### src/rtl/mult_pkg.sv
// Shared types and helpers for the shift-add multiplier slice.
// Holds the controller state encoding, the counter-width helper and msb_index.
// No ports; imported by the multiplier top and by the bench model.
package mult_pkg;

  // Two-state controller. "Done" is a registered pulse, not a state.
  typedef enum logic {
    IDLE = 1'b0,
    RUN  = 1'b1
  } state_e;

  // Widest operand the datapath is meant to be built for.
  localparam int MAX_WIDTH = 32;

  // Iteration counter width: it must be able to hold the value WIDTH itself,
  // because completion is detected by comparing cnt+1 against WIDTH.
  function automatic int cnt_width(input int width);
    return $clog2(width + 1);
  endfunction

  // Bit index of the most significant set bit. A zero value returns 0,
  // which makes max(1, msb_index(v)+1) come out as 1 for v == 0.
  function automatic int msb_index(input logic [63:0] value);
    int idx;
    idx = 0;
    for (int i = 0; i < 64; i++) begin
      if (value[i]) idx = i;
    end
    return idx;
  endfunction

endpackage

### src/rtl/gated_ripple_adder.sv
// Enable-gated ripple-carry adder: sum = a + (b & {N{en}}) + cin.
// Ports: a, b (N bits), en (gates every bit of b), cin; outputs sum (N bits), cout.
// Purely combinational; built as a generate chain of full-adder cells.
module gated_ripple_adder #(
  parameter int N = 16
) (
  input  logic [N-1:0] a,
  input  logic [N-1:0] b,
  input  logic         en,
  input  logic         cin,
  output logic [N-1:0] sum,
  output logic         cout
);

  logic [N:0] carry;

  assign carry[0] = cin;

  for (genvar i = 0; i < N; i++) begin : g_fa
    logic b_gated;
    logic half_sum;

    assign b_gated      = b[i] & en;
    assign half_sum     = a[i] ^ b_gated;
    assign sum[i]       = half_sum ^ carry[i];
    assign carry[i + 1] = (a[i] & b_gated) | (carry[i] & half_sum);
  end

  assign cout = carry[N];

endmodule

### src/rtl/shift_add_multiplier.sv
// Sequential unsigned WIDTH x WIDTH multiplier using repeated gated add-and-shift.
// Ports: clk, rst (sync, active high), start/busy/done handshake, multiplicand,
//        multiplier (WIDTH bits), product (2*WIDTH bits, held until next accept).
// Build option: define EARLY_TERM_EN to finish as soon as the remaining multiplier bits are zero.
module shift_add_multiplier
  import mult_pkg::*;
#(
  parameter int WIDTH = 8
) (
  input  logic                 clk,
  input  logic                 rst,
  input  logic                 start,
  input  logic [WIDTH-1:0]     multiplicand,
  input  logic [WIDTH-1:0]     multiplier,
  output logic                 busy,
  output logic                 done,
  output logic [2*WIDTH-1:0]   product
);

  localparam int                PW       = 2 * WIDTH;
  localparam int                CNT_W    = cnt_width(WIDTH);
  localparam logic [CNT_W-1:0]  LAST_CNT = CNT_W'(WIDTH);

  state_e            state_q, state_d;
  logic [PW-1:0]     mc_q, mc_d;
  logic [WIDTH-1:0]  mp_q, mp_d;
  logic [PW-1:0]     acc_q, acc_d;
  logic [CNT_W-1:0]  cnt_q, cnt_d;
  logic [PW-1:0]     product_q, product_d;
  logic              busy_q, busy_d;
  logic              done_q, done_d;

  logic [PW-1:0]     add_sum;
  logic              add_cout_unused;
  logic [WIDTH-1:0]  mp_shift;
  logic [CNT_W-1:0]  cnt_inc;
  logic              last_step;

  // The 2*WIDTH-bit accumulator cannot overflow for WIDTH-bit operands,
  // so the adder carry-out is deliberately left unconnected downstream.
  gated_ripple_adder #(
    .N (PW)
  ) u_adder (
    .a    (acc_q),
    .b    (mc_q),
    .en   (mp_q[0]),
    .cin  (1'b0),
    .sum  (add_sum),
    .cout (add_cout_unused)
  );

  assign mp_shift = mp_q >> 1;
  assign cnt_inc  = cnt_q + CNT_W'(1);

`ifdef EARLY_TERM_EN
  // Once no set multiplier bits remain, further iterations would add zero.
  assign last_step = (cnt_inc == LAST_CNT) || (mp_shift == '0);
`else
  assign last_step = (cnt_inc == LAST_CNT);
`endif

  // State register
  always_ff @(posedge clk) begin
    if (rst) begin
      state_q <= IDLE;
    end else begin
      state_q <= state_d;
    end
  end

  // Next-state logic
  always_comb begin
    state_d = state_q;
    case (state_q)
      IDLE: if (start)     state_d = RUN;
      RUN:  if (last_step) state_d = IDLE;
      default:             state_d = IDLE;
    endcase
  end

  // Datapath and handshake next-state logic
  always_comb begin
    mc_d      = mc_q;
    mp_d      = mp_q;
    acc_d     = acc_q;
    cnt_d     = cnt_q;
    product_d = product_q;
    busy_d    = busy_q;
    done_d    = 1'b0;
    case (state_q)
      IDLE: begin
        if (start) begin
          mc_d   = {{WIDTH{1'b0}}, multiplicand};
          mp_d   = multiplier;
          acc_d  = '0;
          cnt_d  = '0;
          busy_d = 1'b1;
        end
      end
      RUN: begin
        acc_d = add_sum;
        mc_d  = mc_q << 1;
        mp_d  = mp_shift;
        cnt_d = cnt_inc;
        if (last_step) begin
          product_d = add_sum;
          done_d    = 1'b1;
          busy_d    = 1'b0;
        end
      end
      default: begin
        busy_d = 1'b0;
      end
    endcase
  end

  // Datapath registers; reset discards any in-flight operation.
  always_ff @(posedge clk) begin
    if (rst) begin
      mc_q      <= '0;
      mp_q      <= '0;
      acc_q     <= '0;
      cnt_q     <= '0;
      product_q <= '0;
      busy_q    <= 1'b0;
      done_q    <= 1'b0;
    end else begin
      mc_q      <= mc_d;
      mp_q      <= mp_d;
      acc_q     <= acc_d;
      cnt_q     <= cnt_d;
      product_q <= product_d;
      busy_q    <= busy_d;
      done_q    <= done_d;
    end
  end

  assign busy    = busy_q;
  assign done    = done_q;
  assign product = product_q;

endmodule

### config.mk
export PLATFORM = sky130hd
export DESIGN_NAME = shift_add_multiplier
export DESIGN_NICKNAME = d
export VERILOG_FILES = /design/src/rtl/mult_pkg.sv /design/src/rtl/gated_ripple_adder.sv /design/src/rtl/shift_add_multiplier.sv
export SDC_FILE = /design/constraint.sdc
export NUM_CORES = 1
export LEC_CHECK = 0
export CAP_MARGIN = 20
export CORE_ASPECT_RATIO = 0.75
export CORE_MARGIN = 2
export CORE_UTILIZATION = 50
export DETAILED_ROUTE_END_ITERATION = 8
export HOLD_SLACK_MARGIN = 0.15
export PLACE_DENSITY = 0.76
export RECOVER_POWER = 100
export SYNTH_ARGS = -nofsm -noshare
export SYNTH_HDL_FRONTEND = slang
export SYNTH_SLANG_ARGS = --single-unit
### constraint.sdc
create_clock -name clk -period 9 [get_ports clk]
set_clock_uncertainty 0.05 [all_clocks]
set_input_delay 0.9 -clock clk [delete_from_list [all_inputs] [get_ports clk]]
set_output_delay 0.9 -clock clk [all_outputs]
set_load 0.005 [all_outputs]
# Word-level counts from Yosys, hierarchy flattened

Index checks and enable logic that the tools add are counted.

Output and inout port bits: 18
Bits in registers: 63
Word-level logic and storage cells: 121
Bits of input ports: 19

Bitwise operators: 91
Multiplexer cells: 15
Add/subtract/negate cells: 1
Reduce and logical (&&, ||, !) cells: 3
Equality and inequality tests: 3

Operators by type and width:

| cell                | count |
|---|---|
| $pmux 16 s2         | 2 |
| $and 1x1->1         | 45 |
| $mux 16             | 2 |
| $xor 1x1->1         | 31 |
| $pmux 8 s2          | 1 |
| $or 1x1->1          | 14 |
| $mux 8              | 1 |
| $pmux 4 s2          | 1 |
| $mux 1              | 5 |
| $add 4x1->4 const B | 1 |
| $eq 4x4->1 const B  | 1 |
| $mux 4              | 1 |
| $pmux 1 s2          | 2 |
| $reduce_and 2->1    | 2 |
| $ne 2x1->1 const B  | 1 |
| $ne 2x2->1 const B  | 1 |
| $reduce_or 2->1     | 1 |
| $not 1->1           | 1 |

# Longest topological paths before layout

Gate-level depths: netlist of the first run.

Depth in word-level cells: 32
Gate-level depth with buffers: 22
Gate-level depth less buffers: 21

# Hierarchy

A second synthesis of the first run with hierarchy kept.

Cell total of the unflattened synthesis: 321
Area total of the unflattened synthesis: 3155.5 um^2

By module, submodules not included:

| module               | instances | seq. area each (um^2) | area an instance (um^2) | cells each |
|---|---|---|---|---|
| shift_add_multiplier | 1         | 1261.2                | 2693.8                  | 278 |
| gated_ripple_adder   | 1         | 0.0                   | 461.7                   | 43 |

# Least setup slack after synthesis of the first run

Ideal clock, no wire load.

Kind: register to register
Start point: register mp_q[0]
End point: register acc_q[15]
Data required time: 8.874 ns
Cell stages (with the launch flop): 22
Setup slack: 2.412 ns
Path buffers: 2
Setup time: 0.076 ns
Arrival time: 6.461 ns
Period minus slack after synthesis: 6.588 ns
Cell sequence: dfxtp_1 > buf_2 > clkbuf_1 > nand2_1 > fa_1 > fa_1 > fa_1 > fa_1 > fa_1 > fa_1 > fa_1 > fa_1 > fa_1 > fa_1 > fa_1 > fa_1 > inv_1 > fa_1 > fa_1 > and3b_1 > or3_1 > a31oi_1

Longest elaborated chain between the ends: 32
Elaborated cells between the ends (all ways): 76
Those cells by class: mux (1); bitwise (75)

RTL lines:

| element                                           | RTL line                                           | text |
|---|---|---|
| start: declaration                                | shift_add_multiplier.sv:26                         | `logic [WIDTH-1:0] mp_q, mp_d;` |
| start signal: assignment                          | shift_add_multiplier.sv:129                        | `mp_q <= mp_d;` |
| $and 1x1->1                                       | gated_ripple_adder.sv:23                           | `assign b_gated = b[i] & en;` |
| $and 1x1->1 / $xor 1x1->1 (equally long branches) | gated_ripple_adder.sv:26, gated_ripple_adder.sv:24 |  |
| $and 1x1->1                                       | gated_ripple_adder.sv:26                           | `assign carry[i + 1] = (a[i] & b_gated) \| (carry[i] & half_sum);` |
| $or 1x1->1                                        | gated_ripple_adder.sv:26                           |  |
| $and 1x1->1                                       | gated_ripple_adder.sv:26                           |  |
| $or 1x1->1                                        | gated_ripple_adder.sv:26                           |  |
| $and 1x1->1                                       | gated_ripple_adder.sv:26                           |  |
| $or 1x1->1                                        | gated_ripple_adder.sv:26                           |  |
| [... 16 more ...]                                 | --                                                 |  |
| $and 1x1->1                                       | gated_ripple_adder.sv:26                           |  |
| $or 1x1->1                                        | gated_ripple_adder.sv:26                           |  |
| $and 1x1->1                                       | gated_ripple_adder.sv:26                           |  |
| $or 1x1->1                                        | gated_ripple_adder.sv:26                           |  |
| $and 1x1->1                                       | gated_ripple_adder.sv:26                           |  |
| $or 1x1->1                                        | gated_ripple_adder.sv:26                           |  |
| $xor 1x1->1 *                                     | gated_ripple_adder.sv:25                           | `assign sum[i] = half_sum ^ carry[i];` |
| $pmux 16 s2 *                                     | shift_add_multiplier.sv:90                         | `case (state_q)` |
| end signal: assignment                            | shift_add_multiplier.sv:122                        | `acc_q <= '0;` |
| end signal: assignment                            | shift_add_multiplier.sv:130                        | `acc_q <= acc_d;` |
| end: declaration                                  | shift_add_multiplier.sv:27                         | `logic [PW-1:0] acc_q, acc_d;` |

Every way passes the cells marked *; elsewhere a longest branch is shown, timed or not.
A chain may end at the register's enable or synchronous reset.

# Worst setup path in the final report of the first run

Ends and elaborated chain as after synthesis.

==> out/results.tsv, run 1 <==
stage	metric	value	unit
outcome	status	finished, violations left	
outcome	failed_checks	max-capacitance violations, max-slew violations	
global_routing	grt_overflow	0	
pwr	peakVddDrop	94.1	uV
timing	grt_setup_unrepaired	false	
global_routing	grt_max_degree	75	
critical_path	r2r_slack	1.97	ns
floorplan	core_area	0.00622	mm2
global_routing	grt_use_total	0.188	
final_layout	layout.nets	418	
final_layout	final_common_cell	dfxtp_1	
clock_tree	clock_latency	0.34	ns
floorplan	rows	25	
worst_hold_path	worstHoldStart	product[2]	
clock_tree	cts.path.max_buffers	2	
final_layout	areaGrowthSynthToFinish	17.6	%
logic_synthesis	yosysWarnings	0	
timing	finalHoldViolCount	0	
floorplan	start_util	0.511	
worst_hold_path	hp-class	flop to flop	
placed_design	place_congestion	0.769	
logic_synthesis	syn_inst	360	
logic_synthesis	syn_nets	395	
detailed_routing	via_per_inst	5.14	
clock_tree	holdBufCountCts	0	
logic_synthesis	synth_cell_types	37	
detailed_routing	drt_iter0_drc	119	
detailed_routing	wl	6.12	mm
critical_path	path_class	flop to flop	
logic_synthesis	avgSynthCellArea	8.83	um2
clock_tree	cts_resized	0	
clock_tree	cts-root-buf	clkbuf_8	
floorplan	io_pins	37	
run	maxCapViolCount	1	
timing	slew_violations	44	
final_layout	diodes	0	
detailed_routing	final_antenna_net_count	0	
critical_path	cp.arrival	7.24	ns
critical_path	cp-start-kind	flop	
clock_tree	htree_levels	3	
logic_synthesis	synth_top_cell_by_area	dfxtp_1	
floorplan	die_w	96.1	um
timing	tightest_slew	2.13	ns
logic_synthesis	synthTopCellsByArea	dfxtp_1 40%, fa_1 8.8%, a21oi_1 6.5%	
critical_path	r2r-start	mp_q[0]	
clock_tree	cts_setup_buffers	0	
detailed_routing	wl_per_cell	13.0	um
logic_synthesis	yosys_register_bits	63	
timing	relSlewSlack	-0.422	
floorplan	die_area	0.00702	mm2
timing	setup_tns	0	ns
floorplan	die_y	73.0	um
clock_tree	clkSlewWorstSetupHoldPaths	0.07	ns
worst_hold_path	hold_end	product[2]	
timing	post-route-period-util	0.781	
critical_path	critPathMaxFanout	19	
placed_design	io_buffers	36	
logic_synthesis	netlist_area	0.00318	mm2
final_layout	layout_common_cells	62 x dfxtp_1, 44 x nand2_1, 42 x a21oi_1	
pwr	leakage	1.37	nW
timing	period_needed	7.03	ns
logic_synthesis	yosysSeqAreaShare	0.397	
timing	setup_viol	0	
placed_design	dp_cells	453	
timing	clock.fmax	142	MHz
clock_tree	cts_buffers	9	
detailed_routing	firstDrtPassIters	4	
clock_tree	cts_tree	built	
detailed_routing	num_vias	2412	
worst_hold_path	whs_path_depth	2	
critical_path	required	9.21	ns
critical_path	reg2regPathDepth	21	
global_routing	grt_pass1_vias	2336	
pwr	p_per_area	160	mW/mm2
clock_tree	cts_sinks	63	
critical_path	cp-end-kind	flop	
placed_design	hpwl	4.00	mm
final_layout	instances_no_fill	469	
global_routing	grt_pass1_wl	10.2	mm
detailed_routing	drc	0	
global_routing	antenna_found_initial	0	
logic_synthesis	yosysTopAreaCellShare	0.397	
critical_path	rr_endpoint	acc_q[15]	
final_layout	layout-drive-gt1-share	0.0954	
-- synth_stat cells, drive strengths merged --
cell type  instances
dfxtp             63
a211oi            24
nor3b             24
nand2b             6
nor2b              3
buf               14
and2               3
nand3              3
mux2              14
nand2             44
a21oi             42
inv               39
o21ai              3
a31oi              1
a21o               1
mux2i              6
xor3               1
ha                 2
nor3               5
o311ai             1
nand3b             2
nor2              27
a21bo              1
a21boi             1
clkbuf            13
and3b              1
or3                1
a41oi              1
fa                14
-- state kept, by name (all words and copies together), names as in the netlist --
name and cells:
acc_q 16, busy 1, cnt_q 4, done 1, mc_q 16, mp_q 8
product 16, state_q 1
-- where the power goes --
group	switching [mW]	total (mW)	internal [mW]
clock	0.108	0.262	0.154
combinational	0.0241	0.0434	0.0192
sequential	0.00580	0.291	0.285
-- cells by family (layout without fill, tap and decap cells) --
logic type / Yosys count / after routing / synth area share
buf+inv: 66 / 94 / 0.0854
fa+ha+maj: 16 / 16 / 0.0961
mux: 20 / 20 / 0.0685
simple gates: 119 / 119 / 0.187
flops: 63 / 63 / 0.397
xor+xnor: 1 / 1 / 0.00748
compound gates: 75 / 75 / 0.158
-- cell type report --
cell class | instances | area [um2]
multi-input combinational | 231 | 1640
sequential | 63 | 1260
timing repair buffer | 39 | 374
clock buffer | 9 | 124
clock inverter | 7 | 87.6
fill | 532 | 2490
inverter | 39 | 146
tap | 81 | 101
-- critical path, stage by stage, from the launching register on --
cell	delay, ns
dfxtp_1	0.67
and2_0	0.20
ha_1	0.14
inv_1	0.05
fa_1	0.40
fa_1	0.39
fa_1	0.39
fa_1	0.39
fa_1	0.39
fa_1	0.39
fa_1	0.38
fa_1	0.39
fa_1	0.38
fa_1	0.38
fa_1	0.38
fa_1	0.37
inv_1	0.08
fa_1	0.18
fa_1	0.22
and3b_1	0.20
or3_1	0.34
a31oi_1	0.17
-- per-stage QoR --
stage	util	power, mW	instance area, um2	setup slack (ns)	hold slack, ns
CTS	0.602	0.603	3740	1.96	0.407
floorplan	-	0.326	3180	2.41	0.378
global placement	0.568	0.340	3530	2.12	0.383
detailed placement	0.568	0.341	3530	1.98	0.390
finish	0.600	0.596	3740	1.97	0.400
global route	0.600	0.620	3740	1.62	0.425
-- routing by layer --
metal | track usage | wire length [um] | vias up
met5 | 0 | 0 | -
met4 | 0.0492 | 53 | 0
met3 | 0.0692 | 233 | 7
met2 | 0.308 | 2850 | 34
met1 | 0.236 | 2990 | 1133
li1 | - | - | 1238
-- worst max-delay path by stage --
stage / slack [ns] / cells past startpoint / endpoint / startpoint
2_1_floorplan: 2.41 / 21 / acc_q[15] / mp_q[0]
3_3_place_gp: 2.12 / 21 / acc_q[15] / mp_q[0]
3_5_place_dp: 1.98 / 21 / acc_q[15] / mp_q[0]
4_1_cts: 1.96 / 21 / acc_q[15] / mp_q[0]
5_1_grt: 1.62 / 21 / acc_q[15] / mp_q[0]
6_report: 1.97 / 21 / acc_q[15] / mp_q[0]
Power figures use the tool's default switching activity.
==> run 2: changes to the inputs <==
- clock period: 9 -> 7.3 ns (I/O delays scaled with it)
==> run 2 against run 1 <==
The run still ends with max-capacitance violations, max-slew violations left. Combinational power grew 27%. Non-clock buffer count grew 1. Setup slack lost 1.3 ns. Flip-flop and latch count did not move. Cell count is 0.21% higher. Total power up 15%. Cell area down 0.77%. Count of clock-buffer cells in the layout is 3 higher. Core utilization fell by 0.46 points. Clock power increased by 4%. Via count increased by 0.62%. Die area unchanged. Critical path type unchanged.
==> out/results.tsv, run 2 (synthesis results as in run 1) <==
stage	metric	value	unit
final_layout	areaGrowthSynthToFinish	16.7	%
pwr	peakVddDrop	81.8	uV
final_layout	diodes	0	
critical_path	crit_buf_inv	2	
clock_tree	cts_setup_buffers	0	
placed_design	hpwl	3.99	mm
detailed_routing	drc	0	
clock_tree	cts_buffers	9	
clock_tree	cts_tree	built	
detailed_routing	num_vias	2427	
critical_path	worstPathCellList	and2_1 -> ha_1 -> inv_1 -> fa_1 -> fa_1 -> fa_1 -> fa_1 -> fa_1 -> fa_1 -> fa_1 -> fa_1 -> fa_1 -> fa_1 -> fa_1 -> fa_1 -> inv_1 -> fa_1 -> fa_1 -> and3b_1 -> or3_1 -> a31oi_1	
worst_hold_path	hold_end	mp_q[5]	
critical_path	worst_path_max_delay_cell	fa_1	
detailed_routing	wl_per_cell	13.0	um
clock_tree	cts_sinks	63	
worst_hold_path	hp-class	flop to flop	
critical_path	cp-end-kind	flop	
critical_path	slowest_delay	0.40	ns
timing	clock.fmax	151	MHz
final_layout	layout.nets	419	
timing	grt_setup_unrepaired	false	
global_routing	grt_max_degree	75	
clock_tree	holdBufCountCts	0	
final_layout	layout_common_cells	62 x dfxtp_1, 44 x nand2_1, 42 x a21oi_1	
global_routing	grt_pass1_vias	2304	
run	maxCapViolCount	1	
timing	tightest_slew	2.16	ns
timing	period_needed	6.63	ns
clock_tree	cts_resized	0	
critical_path	cp-start-kind	flop	
pwr	total_power	0.685	mW
detailed_routing	firstDrtPassIters	4	
timing	setup_viol	0	
global_routing	antenna_found_initial	0	
global_routing	grt_use_total	0.190	
critical_path	r2r_slack	0.67	ns
clock_tree	cts.path.max_buffers	2	
worst_hold_path	whs_path_depth	2	
critical_path	critical_path.top_delay_family	adder cells	
critical_path	required	7.52	ns
clock_tree	clkSlewWorstSetupHoldPaths	0.06	ns
pwr	p_per_area	185	mW/mm2
placed_design	place_congestion	0.782	
final_layout	num-fill-cells	559	
critical_path	path_class	flop to flop	
worst_hold_path	worstHoldStart	mp_q[6]	
critical_path	critPathMaxFanout	3	
final_layout	layout-drive-gt1-share	0.0951	
timing	relSlewSlack	-0.441	
floorplan	die_w	96.1	um
timing	finalHoldViolCount	0	
global_routing	grt_overflow	0	
detailed_routing	drt_iter0_drc	136	
floorplan	start_util	0.511	
placed_design	io_buffers	36	
timing	fin_ws	0.666	ns
final_layout	final_common_cell	dfxtp_1	
floorplan	die_y	73.0	um
critical_path	rr_endpoint	acc_q[15]	
floorplan	core_area	0.00622	mm2
floorplan	rows	25	
detailed_routing	final_antenna_net_count	0	
placed_design	pre_cts_ws	0.680	ns
outcome	status	finished, violations left	
global_routing	grt_pass1_wl	10.3	mm
clock_tree	clock_latency	0.35	ns
detailed_routing	via_per_inst	5.16	
clock_tree	cts-root-buf	clkbuf_8	
timing	slew_violations	44	
timing	post-route-period-util	0.909	
pwr	leakage	1.36	nW
timing	setup_tns	0	ns
floorplan	io_pins	37	
detailed_routing	wl	6.09	mm
critical_path	path_common_cell	fa_1	
clock_tree	htree_levels	3	
critical_path	reg2regPathDepth	21	
floorplan	die_area	0.00702	mm2
critical_path	cp.arrival	6.85	ns
outcome	failed_checks	max-capacitance violations, max-slew violations	
critical_path	r2r-start	mc_q[0]	
## run 2: worst register-to-register path, stage by stage, from the launching register on
cell     delay (ns)
dfxtp_1        0.36
and2_1         0.14
ha_1           0.13
inv_1          0.04
fa_1           0.39
fa_1           0.40
fa_1           0.39
fa_1           0.40
fa_1           0.39
fa_1           0.39
fa_1           0.40
fa_1           0.40
fa_1           0.39
fa_1           0.39
fa_1           0.39
fa_1           0.36
inv_1          0.07
fa_1           0.17
fa_1           0.22
and3b_1        0.20
or3_1          0.35
a31oi_1        0.16
## run 2: area by class of cell
| type | count | area [um2] | area share |
|---|---|---|---|
| Clock inverter | 4 | 20.0 | 0.00540 |
| Timing Repair Buffer | 40 | 382 | 0.103 |
| Sequential cell | 63 | 1260 | 0.340 |
| Multi-Input combinational cell | 231 | 1640 | 0.443 |
| Tap cell | 81 | 101 | 0.0273 |
| Inverter | 39 | 146 | 0.0395 |
| Clock buffer | 12 | 155 | 0.0418 |
## run 2: through the flow
| step | hold slack [ns] | instance area [um2] | instances | util |
|---|---|---|---|---|
| 2_1_floorplan | 0.378 | 3180 | 360 | - |
| 3_3_place_gp | 0.386 | 3540 | 454 | 0.569 |
| 3_5_place_dp | 0.403 | 3540 | 454 | 0.569 |
| 4_1_cts | 0.412 | 3720 | 470 | 0.597 |
| 5_1_grt | 0.426 | 3710 | 470 | 0.596 |
| 6_report | 0.406 | 3710 | 470 | 0.596 |
## run 2: layer usage
layer	global-route usage	part of all wire
met3	0.0579	0.037
met2	0.289	0.46
met4	0.0889	0.018
met5	0	0
met1	0.247	0.48
## run 2: worst max-delay path by stage
stage                     cells past startpoint          end     from
after CTS                                    21    acc_q[15]  mc_q[0]
after global routing                         20  product[15]  mc_q[0]
after detailed placement                     20    acc_q[15]  mp_q[0]
after global placement                       20    acc_q[15]  mp_q[0]
final                                        21    acc_q[15]  mc_q[0]
after floorplan                              21    acc_q[15]  mp_q[0]
## run 2: power breakdown
group | total (mW) | switching (mW) | internal (mW)
Clock | 0.272 | 0.133 | 0.139
Sequential | 0.357 | 0.00546 | 0.352
Combinational | 0.0552 | 0.0310 | 0.0241
Total | 0.685 | 0.169 | 0.515
==> run 3: changes to the inputs <==
- CELL_PAD_IN_SITES_DETAIL_PLACEMENT: not set -> 0
- CELL_PAD_IN_SITES_GLOBAL_PLACEMENT: not set -> 1
- CORE_UTILIZATION: 50 -> 42
- PLACE_DENSITY: 0.76 -> 0.83
==> run 3 against run 2 <==
Critical path type unchanged. Core utilization down 8.1 points. Cell count is 4.3% higher. The run still ends with max-capacitance violations, max-slew violations left. First-iteration DRC count is 56% lower.
==> out/results.tsv, run 3 (synthesis results as in run 1) <==
stage	metric	value	unit
outcome	status	finished, violations left	
outcome	failed_checks	max-capacitance violations, max-slew violations	
critical_path	r2r-start	mp_q[0]	
final_layout	num-fill-cells	717	
detailed_routing	firstDrtPassIters	4	
floorplan	die_area	0.00829	mm2
placed_design	place_congestion	0.761	
critical_path	slowest_delay	0.42	ns
final_layout	diodes	0	
clock_tree	cts_setup_buffers	0	
run	maxCapViolCount	1	
detailed_routing	num_vias	2435	
timing	period_needed	6.63	ns
floorplan	io_pins	37	
timing	relSlewSlack	-0.476	
final_layout	final_common_cell	dfxtp_1	
pwr	peakVddDrop	107	uV
clock_tree	cts_sinks	63	
floorplan	rows	27	
critical_path	required	7.52	ns
timing	clock.fmax	151	MHz
clock_tree	htree_levels	3	
detailed_routing	via_per_inst	4.97	
timing	grt_setup_unrepaired	false	
timing	setup_tns	0	ns
pwr	clock_power_share	0.438	
pwr	p_switching	0.172	mW
clock_tree	clock_latency	0.34	ns
critical_path	path_common_cell	fa_1	
global_routing	grt_overflow	0	
floorplan	die_y	79.3	um
critical_path	cp-start-kind	flop	
detailed_routing	wl	6.28	mm
critical_path	reg2regPathDepth	20	
clock_tree	clkSlewWorstSetupHoldPaths	0.07	ns
timing	finalHoldViolCount	0	
timing	slew_violations	44	
worst_hold_path	hp-class	flop to flop	
global_routing	grt_max_degree	75	
detailed_routing	wl_per_cell	12.8	um
final_layout	areaGrowthSynthToFinish	18.8	%
timing	setup_viol	0	
floorplan	core_area	0.00733	mm2
placed_design	io_buffers	36	
worst_hold_path	hold_end	mp_q[5]	
clock_tree	cts.path.max_buffers	2	
critical_path	r2r_slack	0.67	ns
timing	post-route-period-util	0.908	
detailed_routing	final_antenna_net_count	0	
worst_hold_path	whs_path_depth	2	
floorplan	start_util	0.434	
pwr	p_sw_frac	0.235	
clock_tree	cts_buffers	9	
pwr	seq_power_share	0.487	
pwr	internal_power	0.561	mW
final_layout	layout_common_cells	62 x dfxtp_1, 44 x nand2_1, 42 x a21oi_1	
final_layout	layout.nets	419	
critical_path	critical_path.top_delay_family	adder cells	
detailed_routing	drc	0	
pwr	leakage	1.37	nW
pwr	combinationalPowerShare	0.076	
clock_tree	cts_tree	built	
critical_path	crit_buf_inv	2	
clock_tree	cts_resized	0	
global_routing	antenna_found_initial	0	
global_routing	grt_pass1_wl	11.1	mm
critical_path	worst_path_max_delay_cell	fa_1	
critical_path	cp-end-kind	flop	
placed_design	hpwl	4.05	mm
critical_path	rr_endpoint	acc_q[15]	
floorplan	die_w	104	um
critical_path	path_class	flop to flop	
critical_path	cp.arrival	6.84	ns
worst_hold_path	worstHoldStart	mp_q[6]	
pwr	total_power	0.734	mW
final_layout	layout-drive-gt1-share	0.0977	
clock_tree	cts-root-buf	clkbuf_8	
global_routing	grt_use_total	0.166	
detailed_routing	drt_iter0_drc	60	
pwr	p_per_area	194	mW/mm2
clock_tree	holdBufCountCts	0	
critical_path	worstPathCellList	buf_4 -> nand2_1 -> fa_1 -> fa_1 -> fa_1 -> fa_1 -> fa_1 -> fa_1 -> fa_1 -> fa_1 -> fa_1 -> fa_1 -> fa_1 -> fa_1 -> inv_1 -> fa_1 -> fa_1 -> and3b_1 -> or3_1 -> a31oi_1	
timing	tightest_slew	2.21	ns
critical_path	critPathMaxFanout	18	
global_routing	grt_pass1_vias	2406	
## run 3: cell count changes in the layout (fill, tap and decap cells not counted)
cell,change
clkinvlp_4,+3
clkbuf_8,+1
clkbuf_1,-1
bufinv_16,+1
clkinv_2,-4
## run 3: power by group through the flow
| stage | clock network, mW | logic (mW) | registers, mW |
|---|---|---|---|
| 6_report | 0.321 | 0.0556 | 0.357 |
| 5_1_grt | 0.347 | 0.0623 | 0.358 |
| 3_5_place_dp | 0 | 0.0565 | 0.365 |
| 3_3_place_gp | 0 | 0.0561 | 0.365 |
| 4_1_cts | 0.331 | 0.0567 | 0.357 |
| 2_1_floorplan | 0 | 0.0382 | 0.363 |
## run 3: how the worst max path moves through the flow
stage / from / end / cells after the start
global placement: mp_q[0] / acc_q[15] / 20
CTS: mp_q[0] / acc_q[15] / 20
global route: mp_q[0] / product[15] / 19
floorplan: mp_q[0] / acc_q[15] / 21
detailed placement: mp_q[0] / acc_q[15] / 20
finish: mp_q[0] / acc_q[15] / 20
## run 3: layer usage
layer,global-route usage,vias to the layer above,part of all wire
met4,0.0527,0,0.0091
met2,0.264,42,0.46
met3,0.0517,7,0.041
met1,0.216,1151,0.49
li1,-,1235,-
met5,0,-,0
## run 3: cell type report
type | instances | area, um2 | area share
well taps | 101 | 126 | 0.0335
clock inverters | 4 | 52.6 | 0.0139
clock buffers | 12 | 165 | 0.0437
repair buffers | 40 | 382 | 0.101
flip-flops and latches | 63 | 1260 | 0.334
inverters | 39 | 146 | 0.0388
multi-input cells | 231 | 1640 | 0.435
## run 3: worst register-to-register path, stage by stage (launching register included)
cell and delay, ns:
dfxtp_1 0.32, buf_4 0.21, nand2_1 0.10, fa_1 0.42, fa_1 0.39, fa_1 0.39, fa_1 0.40, fa_1 0.39
fa_1 0.38, fa_1 0.40, fa_1 0.39, fa_1 0.39, fa_1 0.38, fa_1 0.41, fa_1 0.37, inv_1 0.07
fa_1 0.17, fa_1 0.22, and3b_1 0.20, or3_1 0.34, a31oi_1 0.15
## run 3: metrics by stage
stage               instances  instance area, um2   util  hold WS [ns]  setup WS (ns)
floorplan                 360                3180      -         0.378          0.712
global placement          474                3570  0.486         0.385          0.838
detailed placement        474                3570  0.486         0.391          0.654
CTS                       490                3780  0.516         0.401          0.657
global route              490                3780  0.515         0.416          0.331
finish                    490                3780  0.515         0.402          0.672
